===== src/rtl/vga_timing_gen_if.sv =====
// Raster timing bundle from vga_timing_gen to the VDP pixel stage.
// master drives the timing; slave is the consumer side.
interface vga_timing_gen_if;
    logic       pix_en;
    logic       HSync;
    logic       VSync;
    logic       blank;
    logic [8:0] row;
    logic [9:0] col;
    logic       in_window;
    logic [7:0] win_col;
    logic [7:0] win_row;
    logic       line_start;
    logic       frame_start;
    logic       vblank_irq;

    modport master (
        output pix_en, HSync, VSync, blank, row, col, in_window,
               win_col, win_row, line_start, frame_start, vblank_irq
    );

    modport slave (
        input pix_en, HSync, VSync, blank, row, col, in_window,
              win_col, win_row, line_start, frame_start, vblank_irq
    );
endinterface


===== src/rtl/vga_timing_gen.sv =====
// 640x480@60 VGA raster timing on a clock-enable, with a 2x-scaled 256x192 window.
// Define VGA_PIPE_ALIGN_EN to delay HSync/VSync/blank by one pixel tick.
module vga_timing_gen #(
    parameter int unsigned CLK_DIV = 4,
    parameter int unsigned H_VIS   = 640,
    parameter int unsigned H_FP    = 16,
    parameter int unsigned H_SYNC  = 96,
    parameter int unsigned H_BP    = 48,
    parameter int unsigned V_VIS   = 480,
    parameter int unsigned V_FP    = 10,
    parameter int unsigned V_SYNC  = 2,
    parameter int unsigned V_BP    = 33,
    parameter int unsigned WIN_X0  = 64,
    parameter int unsigned WIN_Y0  = 48
) (
    input logic              clk,
    input logic              rst_L,
    vga_timing_gen_if.master vga
);
    localparam int unsigned H_TOT = H_VIS + H_FP + H_SYNC + H_BP;
    localparam int unsigned V_TOT = V_VIS + V_FP + V_SYNC + V_BP;

    localparam logic [3:0] DIV_LAST = 4'(CLK_DIV - 1);
    localparam logic [9:0] H_LAST   = 10'(H_TOT - 1);
    localparam logic [9:0] V_LAST   = 10'(V_TOT - 1);
    localparam logic [9:0] H_VIS_W  = 10'(H_VIS);
    localparam logic [9:0] V_VIS_W  = 10'(V_VIS);
    localparam logic [9:0] HS_BEG   = 10'(H_VIS + H_FP);
    localparam logic [9:0] HS_END   = 10'(H_VIS + H_FP + H_SYNC);
    localparam logic [9:0] VS_BEG   = 10'(V_VIS + V_FP);
    localparam logic [9:0] VS_END   = 10'(V_VIS + V_FP + V_SYNC);
    localparam logic [9:0] WX_BEG   = 10'(WIN_X0);
    localparam logic [9:0] WX_END   = 10'(WIN_X0 + 512);
    localparam logic [9:0] WY_BEG   = 10'(WIN_Y0);
    localparam logic [9:0] WY_END   = 10'(WIN_Y0 + 384);

    logic [3:0] divcnt;
    logic       pix_en_q;
    logic       started_q;
    logic [9:0] hcnt_q, vcnt_q;
    logic [9:0] hcnt_d, vcnt_d;
    logic [9:0] win_x_off, win_y_off;

    logic       hsync_d, vsync_d, blank_d, in_window_d;
    logic       line_start_d, frame_start_d, vblank_irq_d;
    logic [8:0] row_d;
    logic [7:0] win_col_d, win_row_d;

    logic       hsync_q, vsync_q, blank_q, in_window_q;
    logic       line_start_q, frame_start_q, vblank_irq_q;
    logic [8:0] row_q;
    logic [7:0] win_col_q, win_row_q;

    // The first tick after reset only publishes position (0,0); later ticks advance.
    always_comb begin
        hcnt_d = hcnt_q;
        vcnt_d = vcnt_q;
        if (pix_en_q && started_q) begin
            if (hcnt_q == H_LAST) begin
                hcnt_d = 10'd0;
                vcnt_d = (vcnt_q == V_LAST) ? 10'd0 : vcnt_q + 10'd1;
            end else begin
                hcnt_d = hcnt_q + 10'd1;
            end
        end
    end

    always_comb begin
        hsync_d   = !((hcnt_d >= HS_BEG) && (hcnt_d < HS_END));
        vsync_d   = !((vcnt_d >= VS_BEG) && (vcnt_d < VS_END));
        blank_d   = (hcnt_d >= H_VIS_W) || (vcnt_d >= V_VIS_W);
        row_d     = (vcnt_d < V_VIS_W) ? vcnt_d[8:0] : 9'd0;
        // Range check first so the offset below never wraps when used.
        in_window_d = !blank_d && (hcnt_d >= WX_BEG) && (hcnt_d < WX_END) &&
                      (vcnt_d >= WY_BEG) && (vcnt_d < WY_END);
        win_x_off = hcnt_d - WX_BEG;
        win_y_off = vcnt_d - WY_BEG;
        win_col_d = in_window_d ? 8'(win_x_off >> 1) : 8'd0;
        win_row_d = in_window_d ? 8'(win_y_off >> 1) : 8'd0;
        line_start_d  = (hcnt_d == 10'd0);
        frame_start_d = line_start_d && (vcnt_d == 10'd0);
        vblank_irq_d  = line_start_d && (vcnt_d == V_VIS_W);
    end

    always_ff @(posedge clk) begin
        if (!rst_L) begin
            divcnt        <= 4'd0;
            pix_en_q      <= 1'b0;
            started_q     <= 1'b0;
            hcnt_q        <= 10'd0;
            vcnt_q        <= 10'd0;
            hsync_q       <= 1'b1;
            vsync_q       <= 1'b1;
            blank_q       <= 1'b1;
            row_q         <= 9'd0;
            in_window_q   <= 1'b0;
            win_col_q     <= 8'd0;
            win_row_q     <= 8'd0;
            line_start_q  <= 1'b0;
            frame_start_q <= 1'b0;
            vblank_irq_q  <= 1'b0;
        end else begin
            divcnt        <= (divcnt == DIV_LAST) ? 4'd0 : divcnt + 4'd1;
            pix_en_q      <= (divcnt == DIV_LAST);
            line_start_q  <= 1'b0;
            frame_start_q <= 1'b0;
            vblank_irq_q  <= 1'b0;
            if (pix_en_q) begin
                started_q     <= 1'b1;
                hcnt_q        <= hcnt_d;
                vcnt_q        <= vcnt_d;
                hsync_q       <= hsync_d;
                vsync_q       <= vsync_d;
                blank_q       <= blank_d;
                row_q         <= row_d;
                in_window_q   <= in_window_d;
                win_col_q     <= win_col_d;
                win_row_q     <= win_row_d;
                line_start_q  <= line_start_d;
                frame_start_q <= frame_start_d;
                vblank_irq_q  <= vblank_irq_d;
            end
        end
    end

    assign vga.pix_en      = pix_en_q;
    assign vga.row         = row_q;
    assign vga.col         = hcnt_q;
    assign vga.in_window   = in_window_q;
    assign vga.win_col     = win_col_q;
    assign vga.win_row     = win_row_q;
    assign vga.line_start  = line_start_q;
    assign vga.frame_start = frame_start_q;
    assign vga.vblank_irq  = vblank_irq_q;

`ifdef VGA_PIPE_ALIGN_EN
    // Matches the VDP's one-tick VRAM/CRAM lookup latency.
    logic hsync_dly_q, vsync_dly_q, blank_dly_q;

    always_ff @(posedge clk) begin
        if (!rst_L) begin
            hsync_dly_q <= 1'b1;
            vsync_dly_q <= 1'b1;
            blank_dly_q <= 1'b1;
        end else if (pix_en_q) begin
            hsync_dly_q <= hsync_q;
            vsync_dly_q <= vsync_q;
            blank_dly_q <= blank_q;
        end
    end

    assign vga.HSync = hsync_dly_q;
    assign vga.VSync = vsync_dly_q;
    assign vga.blank = blank_dly_q;
`else
    assign vga.HSync = hsync_q;
    assign vga.VSync = vsync_q;
    assign vga.blank = blank_q;
`endif
endmodule


===== src/flat_wrapper.sv =====
// flat-port wrapper written by rule: the top's interface ports become plain ports
module vga_timing_gen_flat 
#(
    parameter int unsigned CLK_DIV = 4,
    parameter int unsigned H_VIS   = 640,
    parameter int unsigned H_FP    = 16,
    parameter int unsigned H_SYNC  = 96,
    parameter int unsigned H_BP    = 48,
    parameter int unsigned V_VIS   = 480,
    parameter int unsigned V_FP    = 10,
    parameter int unsigned V_SYNC  = 2,
    parameter int unsigned V_BP    = 33,
    parameter int unsigned WIN_X0  = 64,
    parameter int unsigned WIN_Y0  = 48
)
  (clk, rst_L, vga_pix_en, vga_HSync, vga_VSync, vga_blank, vga_row, vga_col, vga_in_window, vga_win_col, vga_win_row, vga_line_start, vga_frame_start, vga_vblank_irq);
  vga_timing_gen_if vga_i ();
  input logic clk;
  input logic rst_L;
  output wire logic [$bits(vga_i.pix_en)-1:0] vga_pix_en;
  output wire logic [$bits(vga_i.HSync)-1:0] vga_HSync;
  output wire logic [$bits(vga_i.VSync)-1:0] vga_VSync;
  output wire logic [$bits(vga_i.blank)-1:0] vga_blank;
  output wire logic [$bits(vga_i.row)-1:0] vga_row;
  output wire logic [$bits(vga_i.col)-1:0] vga_col;
  output wire logic [$bits(vga_i.in_window)-1:0] vga_in_window;
  output wire logic [$bits(vga_i.win_col)-1:0] vga_win_col;
  output wire logic [$bits(vga_i.win_row)-1:0] vga_win_row;
  output wire logic [$bits(vga_i.line_start)-1:0] vga_line_start;
  output wire logic [$bits(vga_i.frame_start)-1:0] vga_frame_start;
  output wire logic [$bits(vga_i.vblank_irq)-1:0] vga_vblank_irq;
  assign vga_pix_en = vga_i.pix_en;
  assign vga_HSync = vga_i.HSync;
  assign vga_VSync = vga_i.VSync;
  assign vga_blank = vga_i.blank;
  assign vga_row = vga_i.row;
  assign vga_col = vga_i.col;
  assign vga_in_window = vga_i.in_window;
  assign vga_win_col = vga_i.win_col;
  assign vga_win_row = vga_i.win_row;
  assign vga_line_start = vga_i.line_start;
  assign vga_frame_start = vga_i.frame_start;
  assign vga_vblank_irq = vga_i.vblank_irq;
  vga_timing_gen #(.CLK_DIV(CLK_DIV), .H_VIS(H_VIS), .H_FP(H_FP), .H_SYNC(H_SYNC), .H_BP(H_BP), .V_VIS(V_VIS), .V_FP(V_FP), .V_SYNC(V_SYNC), .V_BP(V_BP), .WIN_X0(WIN_X0), .WIN_Y0(WIN_Y0)) u_core (.clk(clk), .rst_L(rst_L), .vga(vga_i));
endmodule

===== config.mk =====
export PLATFORM = sky130hd
export DESIGN_NAME = vga_timing_gen_flat
export DESIGN_NICKNAME = d
export VERILOG_FILES = /design/src/rtl/vga_timing_gen_if.sv /design/src/rtl/vga_timing_gen.sv /design/src/flat_wrapper.sv
export SDC_FILE = /design/constraint.sdc
export NUM_CORES = 1
export LEC_CHECK = 0
export CORE_ASPECT_RATIO = 0.7
export CORE_MARGIN = 10
export CORE_UTILIZATION = 30
export CTS_CLUSTER_DIAMETER = 80
export CTS_CLUSTER_SIZE = 30
export DETAILED_ROUTE_END_ITERATION = 8
export PLACE_DENSITY = 0.45
export SLEW_MARGIN = 40
export SYNTH_ARGS = -nofsm -noshare
export SYNTH_HDL_FRONTEND = slang
export SYNTH_SLANG_ARGS = --single-unit

===== constraint.sdc =====
create_clock -name clk -period 4.14 [get_ports clk]
set_input_delay 0.621 -clock clk [delete_from_list [all_inputs] [get_ports clk]]
set_output_delay 0.621 -clock clk [all_outputs]
set_load 0.02 [all_outputs]

==> flow_metrics.env, run 1 <==
export IMPL_globalplace_congestion=0.8554
export IMPL_routed_wl_mm=8.798
export IMPL_worstMarginPinSlew_ns=0.6277
export IMPL_crit_type="reg2reg"
export IMPL_yosys_warnings=0
export IMPL_route_detailed_drc=0
export IMPL_dieWidth_microns=138.6
export IMPL_grt_max_degree=25
export IMPL_fin_skew_ns=0.01178
export IMPL_grt_pass1_vias=2460
export IMPL_fin_cells=518
export IMPL_end_kind="register"
export IMPL_fin_crit_ns=3.484
export IMPL_clk_path_buf_depth=2
export IMPL_ys_seq_area_frac=0.3931
export IMPL_regToRegSetupSlack_ns=0.66
export IMPL_areaGrowthSynthToFinish_pct=29.48
export IMPL_overflow=0
export IMPL_start_kind="register"
export IMPL_start_util=0.3062
export IMPL_fillers=966
export IMPL_tns_ns=0
export IMPL_cts_buffers=9
export IMPL_netlist_area_sq_um=2954
export IMPL_insertion_delay_ns=0.33
export IMPL_rsz0062_at_grt="false"
export IMPL_cts_tree="built"
export IMPL_avgRoutedWirePerCell_microns=16.98
export IMPL_critPathTopFamily="simple AND/OR/NAND/NOR gates"
export IMPL_portBuffers=44
export IMPL_root_buffer="clkbuf_16"
export IMPL_power_leakage_nw=1.384
export IMPL_finalNetCount=400
export IMPL_syn_area_per_cell_sq_um=8.740
export IMPL_dr_total_vias=2611
export IMPL_syn_nets=352
export IMPL_crit_chain="ha_1 > nand4_2 > or4_4 > nand2_1 > o31a_1 > inv_1 > ha_1 > nand3_1 > o32ai_1 > or4_4 > o21ai_0"
export IMPL_worstPathRequired_ns=4.39
export IMPL_clk_pin_slew_ns=0.05
export IMPL_cp_max_fo=13
export IMPL_die_height_microns=103.0
export IMPL_ys_flop_type="dfxtp_1"
export IMPL_grt_util_all_layers=0.1248
export IMPL_n_antenna_cell=0
export IMPL_synth_edff_count=0
export IMPL_coreArea_sq_um=9647
export IMPL_cpPeakStageDelay_ns=0.67
export IMPL_critPathBufInv=1
export IMPL_drv_slew=0
export IMPL_fmax_ghz=0.2870
export IMPL_yosys_cell_types_count=61
export IMPL_postRouteAntennaNets=0
export IMPL_slew_headroom=0.5786
export IMPL_rows=30
export IMPL_vias_per_cell=5.041
export IMPL_slowest_stage="or4_4"
export IMPL_finalSetupViolCount=0
export IMPL_power_density_nw_per_um2=351.3
export IMPL_antenna_found_initial=0
export IMPL_postCtsResizedCells=0
export IMPL_finalHoldViolCount=0
export IMPL_vdd_drop_max_uv=202.9
export IMPL_drv_cap=0
export IMPL_period_share=0.8417
export IMPL_ys_ff_latch=58
export IMPL_synthArstFlopShare=0
export IMPL_cts_setup_buffers=0
export IMPL_postCtsHoldBufs=0
export IMPL_pin_count=45
export IMPL_cts_sinks=58
export IMPL_dieArea_sq_um=14280
export IMPL_dr_first_iter_drc_count=223
export IMPL_cp_arrival_ns=3.74
export IMPL_status="finished, final reports clean"
export IMPL_cts_htree_levels=3
export IMPL_hold_class="reg2reg"
export IMPL_final_layout_size_suffix_gt1_frac=0.1026
export IMPL_firstDrtPassIters=4
export IMPL_hpwl_mm=6.556
export IMPL_dpl_cell_count=503
export IMPL_syn_inst=338
export IMPL_grt_first_pass_wirelength_mm=14.10
-- cell usage after synthesis (7+ instances only) --
library cell  instances  area [sq um]
dfxtp_1              58          1161
nand2_1              46         172.7
o21ai_0              22         110.1
nand3_1              16         80.08
nor2b_1              14         87.58
ha_1                 12         150.1
inv_1                12         45.04
and2_1               10         62.56
a21oi_1               9         45.04
o21ai_2               9         78.83
clkbuf_1              8         30.03
nor2_1                8         30.03
nand4_1               7         43.79
nor3_1                7         35.03
xnor2_1               7         61.31
-- area by class of cell --
class	instances	area, sq um	area share
well taps	128	160.2	0.04187
clock buffers	12	246.5	0.06444
inverters	12	45.04	0.01178
multi-input cells	252	1664	0.4351
repair buffers	53	508.0	0.1328
clock inverters	3	40.04	0.01047
flip-flops and latches	58	1161	0.3036
-- tightest hold or removal path: stages (launching register included) --
cell	delay [ns]
dfxtp_1	0.32
nand2_1	0.04
o21ai_0	0.06
-- cell usage in the layout, fill, tap and decap left out, types with 5 or more instances in the layout --
cell type and count:
dfxtp_1 58, nand2_1 46, clkdlybuf4s50_1 44, o21ai_0 22
nand3_1 16, nor2b_1 14, inv_1 12, ha_1 12
and2_1 10, a21oi_1 9, o21ai_2 9, clkbuf_16 9
buf_4 9, nor2_1 8, nand4_1 7, nor3_1 7
xnor2_1 7, xor2_1 6, and4_1 5
-- where the power goes --
group	total, mW	internal, mW	switching [mW]	leakage [nW]
sequential	0.569	0.564	0.00490	0.468
combinational	0.0412	0.0157	0.0255	0.773
clock	0.733	0.476	0.257	0.142
-- metal layers --
| metal | vias to the layer above | routed length [microns] | track usage | part of all wire |
|---|---|---|---|---|
| met1 | 1206 | 4678 | 0.1840 | 0.53 |
| met2 | 82 | 3123 | 0.1542 | 0.35 |
| met5 | - | 0 | 0 | 0 |
| met3 | 9 | 918 | 0.05292 | 0.10 |
| met4 | 0 | 77 | 0.03635 | 0.0088 |
| li1 | 1314 | - | - | - |
-- flip-flops by register name, summed over array words and instances (netlist names), 4 cells and up --
| name | flops |
|---|---|
| u_core.vcnt_q | 10 |
| u_core.divcnt | 4 |
| u_core.vga.row | 9 |
| u_core.vga.win_row | 8 |
| u_core.vga.col | 10 |
| u_core.vga.win_col | 8 |
-- through the flow --
stage / setup WS [ns] / instance area [sq um] / hold WS [ns] / power, mW / utilization
floorplan: 0.9524 / 2954 / 0.4166 / 0.6032 / -
global placement: 0.8526 / 3538 / 0.4363 / 0.6229 / 0.3668
detailed placement: 0.6959 / 3538 / 0.4423 / 0.6218 / 0.3668
CTS: 0.6791 / 3825 / 0.4495 / 1.357 / 0.3965
global route: 0.4068 / 3825 / 0.4777 / 1.388 / 0.3965
finish: 0.6555 / 3825 / 0.4490 / 1.344 / 0.3965
-- worst paths after layout --
path | start | endpoint | cells after the start
min reg2reg | u_core.vga.row[2] | u_core.vga.row[2] | 2
min | u_core.vga.row[2] | u_core.vga.row[2] | 2
max | u_core.vga.col[0] | u_core.vga.win_col[4] | 11
max reg2reg | u_core.vga.col[0] | u_core.vga.win_col[4] | 11
-- cell families (layout without fill, tap and decap cells) --
group                      Yosys count  in the layout  synth area share
xor gates and xnor gates            13             13           0.03854
DFF                                 58             58            0.3931
muxes                                2              2          0.007200
AOI/OAI and AO/OA                   78             78            0.1859
adders and majority gates           12             12           0.05082
buffers and inverters               28             80           0.04362
and+or+nand+nor                    147            147            0.2808
(Power assumes the default switching activity.)
==> inputs of run 2 (changes only) <==
==> constraint.sdc (replaced) <==
create_clock -name clk -period 3.3 [get_ports clk]
set_input_delay 0.495 -clock clk [delete_from_list [all_inputs] [get_ports clk]]
set_output_delay 0.495 -clock clk [all_outputs]
set_load 0.02 [all_outputs]
==> flow_metrics.env, run 2 (same netlist as run 1, synthesis figures left out) <==
export IMPL_rsz0062_at_grt="false"
export IMPL_cp_max_fo=13
export IMPL_dr_total_vias=2642
export IMPL_power_leakage_nw=1.444
export IMPL_dp_slack_ns=0.1891
export IMPL_cp_arrival_ns=3.38
export IMPL_top_layer="met4"
export IMPL_antenna_found_initial=0
export IMPL_n_antenna_cell=0
export IMPL_insertion_delay_ns=0.33
export IMPL_setup_slack_ns=0.1614
export IMPL_avgRoutedWirePerCell_microns=17.03
export IMPL_slew_headroom=0.6598
export IMPL_final_cell_mix="dfxtp_1, nand2_1, clkdlybuf4s50_1"
export IMPL_postCtsHoldBufs=0
export IMPL_fin_skew_ns=0.007754
export IMPL_clk_path_buf_depth=2
export IMPL_coreArea_sq_um=9647
export IMPL_hpwl_mm=6.679
export IMPL_finalNetCount=409
export IMPL_hold_class="reg2reg"
export IMPL_post_route_util=0.4083
export IMPL_grt_max_degree=33
export IMPL_end_kind="register"
export IMPL_cts_buffers=9
export IMPL_worstPathRequired_ns=3.55
export IMPL_seq_power_share=0.398
export IMPL_route_detailed_drc=0
export IMPL_vias_per_cell=5.004
export IMPL_p_sw_uw=365.8
export IMPL_firstDrtPassIters=4
export IMPL_grt_first_pass_wirelength_mm=14.52
export IMPL_pin_count=45
export IMPL_dieWidth_microns=138.6
export IMPL_grt_pass1_vias=2516
export IMPL_clkPwrFrac=0.574
export IMPL_cts_setup_buffers=0
export IMPL_grt_util_all_layers=0.1281
export IMPL_areaGrowthSynthToFinish_pct=33.33
export IMPL_vdd_drop_max_uv=261.0
export IMPL_crit_type="reg2reg"
export IMPL_start_util=0.3062
export IMPL_finalHoldViolCount=0
export IMPL_die_height_microns=103.0
export IMPL_cts_htree_levels=3
export IMPL_routed_wl_mm=8.990
export IMPL_clk_pin_slew_ns=0.05
export IMPL_start_kind="register"
export IMPL_postRouteAntennaNets=0
export IMPL_cts_tree="built"
export IMPL_drv_slew=0
export IMPL_postCtsResizedCells=0
export IMPL_overflow=0
export IMPL_final_common_cell="dfxtp_1"
export IMPL_fmax_ghz=0.3186
export IMPL_fin_crit_ns=3.139
export IMPL_cts_sinks=58
export IMPL_worstMarginPinSlew_ns=0.5086
export IMPL_internal_power_mw=1.428
export IMPL_period_share=0.9511
export IMPL_tns_ns=0
export IMPL_combPwrFrac=0.028
export IMPL_p_sw_frac=0.2039
export IMPL_dr_first_iter_drc_count=238
export IMPL_final_layout_size_suffix_gt1_frac=0.1300
export IMPL_drv_cap=0
export IMPL_rows=30
export IMPL_globalplace_congestion=0.8228
export IMPL_met1_length_mm=4.864
export IMPL_portBuffers=44
export IMPL_wl_met2_mm=3.371
export IMPL_power_density_nw_per_um2=455.4
export IMPL_met3_length_microns=670
export IMPL_finalSetupViolCount=0
export IMPL_status="finished, final reports clean"
export IMPL_root_buffer="clkbuf_16"
export IMPL_dieArea_sq_um=14280
run 2: power by group through the flow:
stage | logic [mW] | clock network, mW | registers (mW)
2_1_floorplan | 0.0289 | 0 | 0.728
3_5_place_dp | 0.0491 | 0 | 0.729
4_1_cts | 0.0493 | 1.05 | 0.714
6_report | 0.0494 | 1.03 | 0.714
5_1_grt | 0.0553 | 1.09 | 0.715
3_3_place_gp | 0.0497 | 0 | 0.729
run 2: critical path: stages, from the launching register on:
cell	delay (ns)
dfxtp_1	0.33
ha_1	0.27
nand4_2	0.18
or4_4	0.60
nand2_1	0.09
o31a_1	0.15
inv_1	0.08
ha_1	0.27
nand3_1	0.10
o32ai_1	0.10
or4_4	0.67
o21ai_0	0.22
run 2: layout make-up:
cell class / instances / area, sq um
clock inverters: 4 / 73.82
multi-input cells: 252 / 1667
repair buffers: 62 / 575.6
inverters: 12 / 45.04
well taps: 128 / 160.2
fillers: 959 / 5708
flip-flops and latches: 58 / 1161
clock buffers: 12 / 256.5
run 2: routing by layer:
metal / GRT usage / vias to the layer above
met2: 0.1615 / 62
met5: 0 / -
met4: 0.03877 / 0
met3: 0.05062 / 7
met1: 0.1879 / 1239
li1: - / 1334
run 2: worst paths after layout:
kind | startpoint | slack [ns] | to | cells after the start
min reg2reg | u_core.divcnt[0] | 0.44 | u_core.divcnt[0] | 1
max reg2reg | u_core.vga.col[0] | 0.16 | u_core.vga.win_col[4] | 11
max | u_core.vga.col[0] | 0.16 | u_core.vga.win_col[4] | 11
min | u_core.divcnt[0] | 0.44 | u_core.divcnt[0] | 1
run 2: metrics by stage:
step | std cells | area [sq um] | power (mW) | hold WS, ns
final | 528 | 3939 | 1.794 | 0.4429
after global routing | 528 | 3939 | 1.856 | 0.4686
after CTS | 528 | 3936 | 1.815 | 0.4473
after detailed placement | 512 | 3606 | 0.7779 | 0.4371
after global placement | 512 | 3606 | 0.7783 | 0.4302
after floorplan | 338 | 2954 | 0.7568 | 0.4166
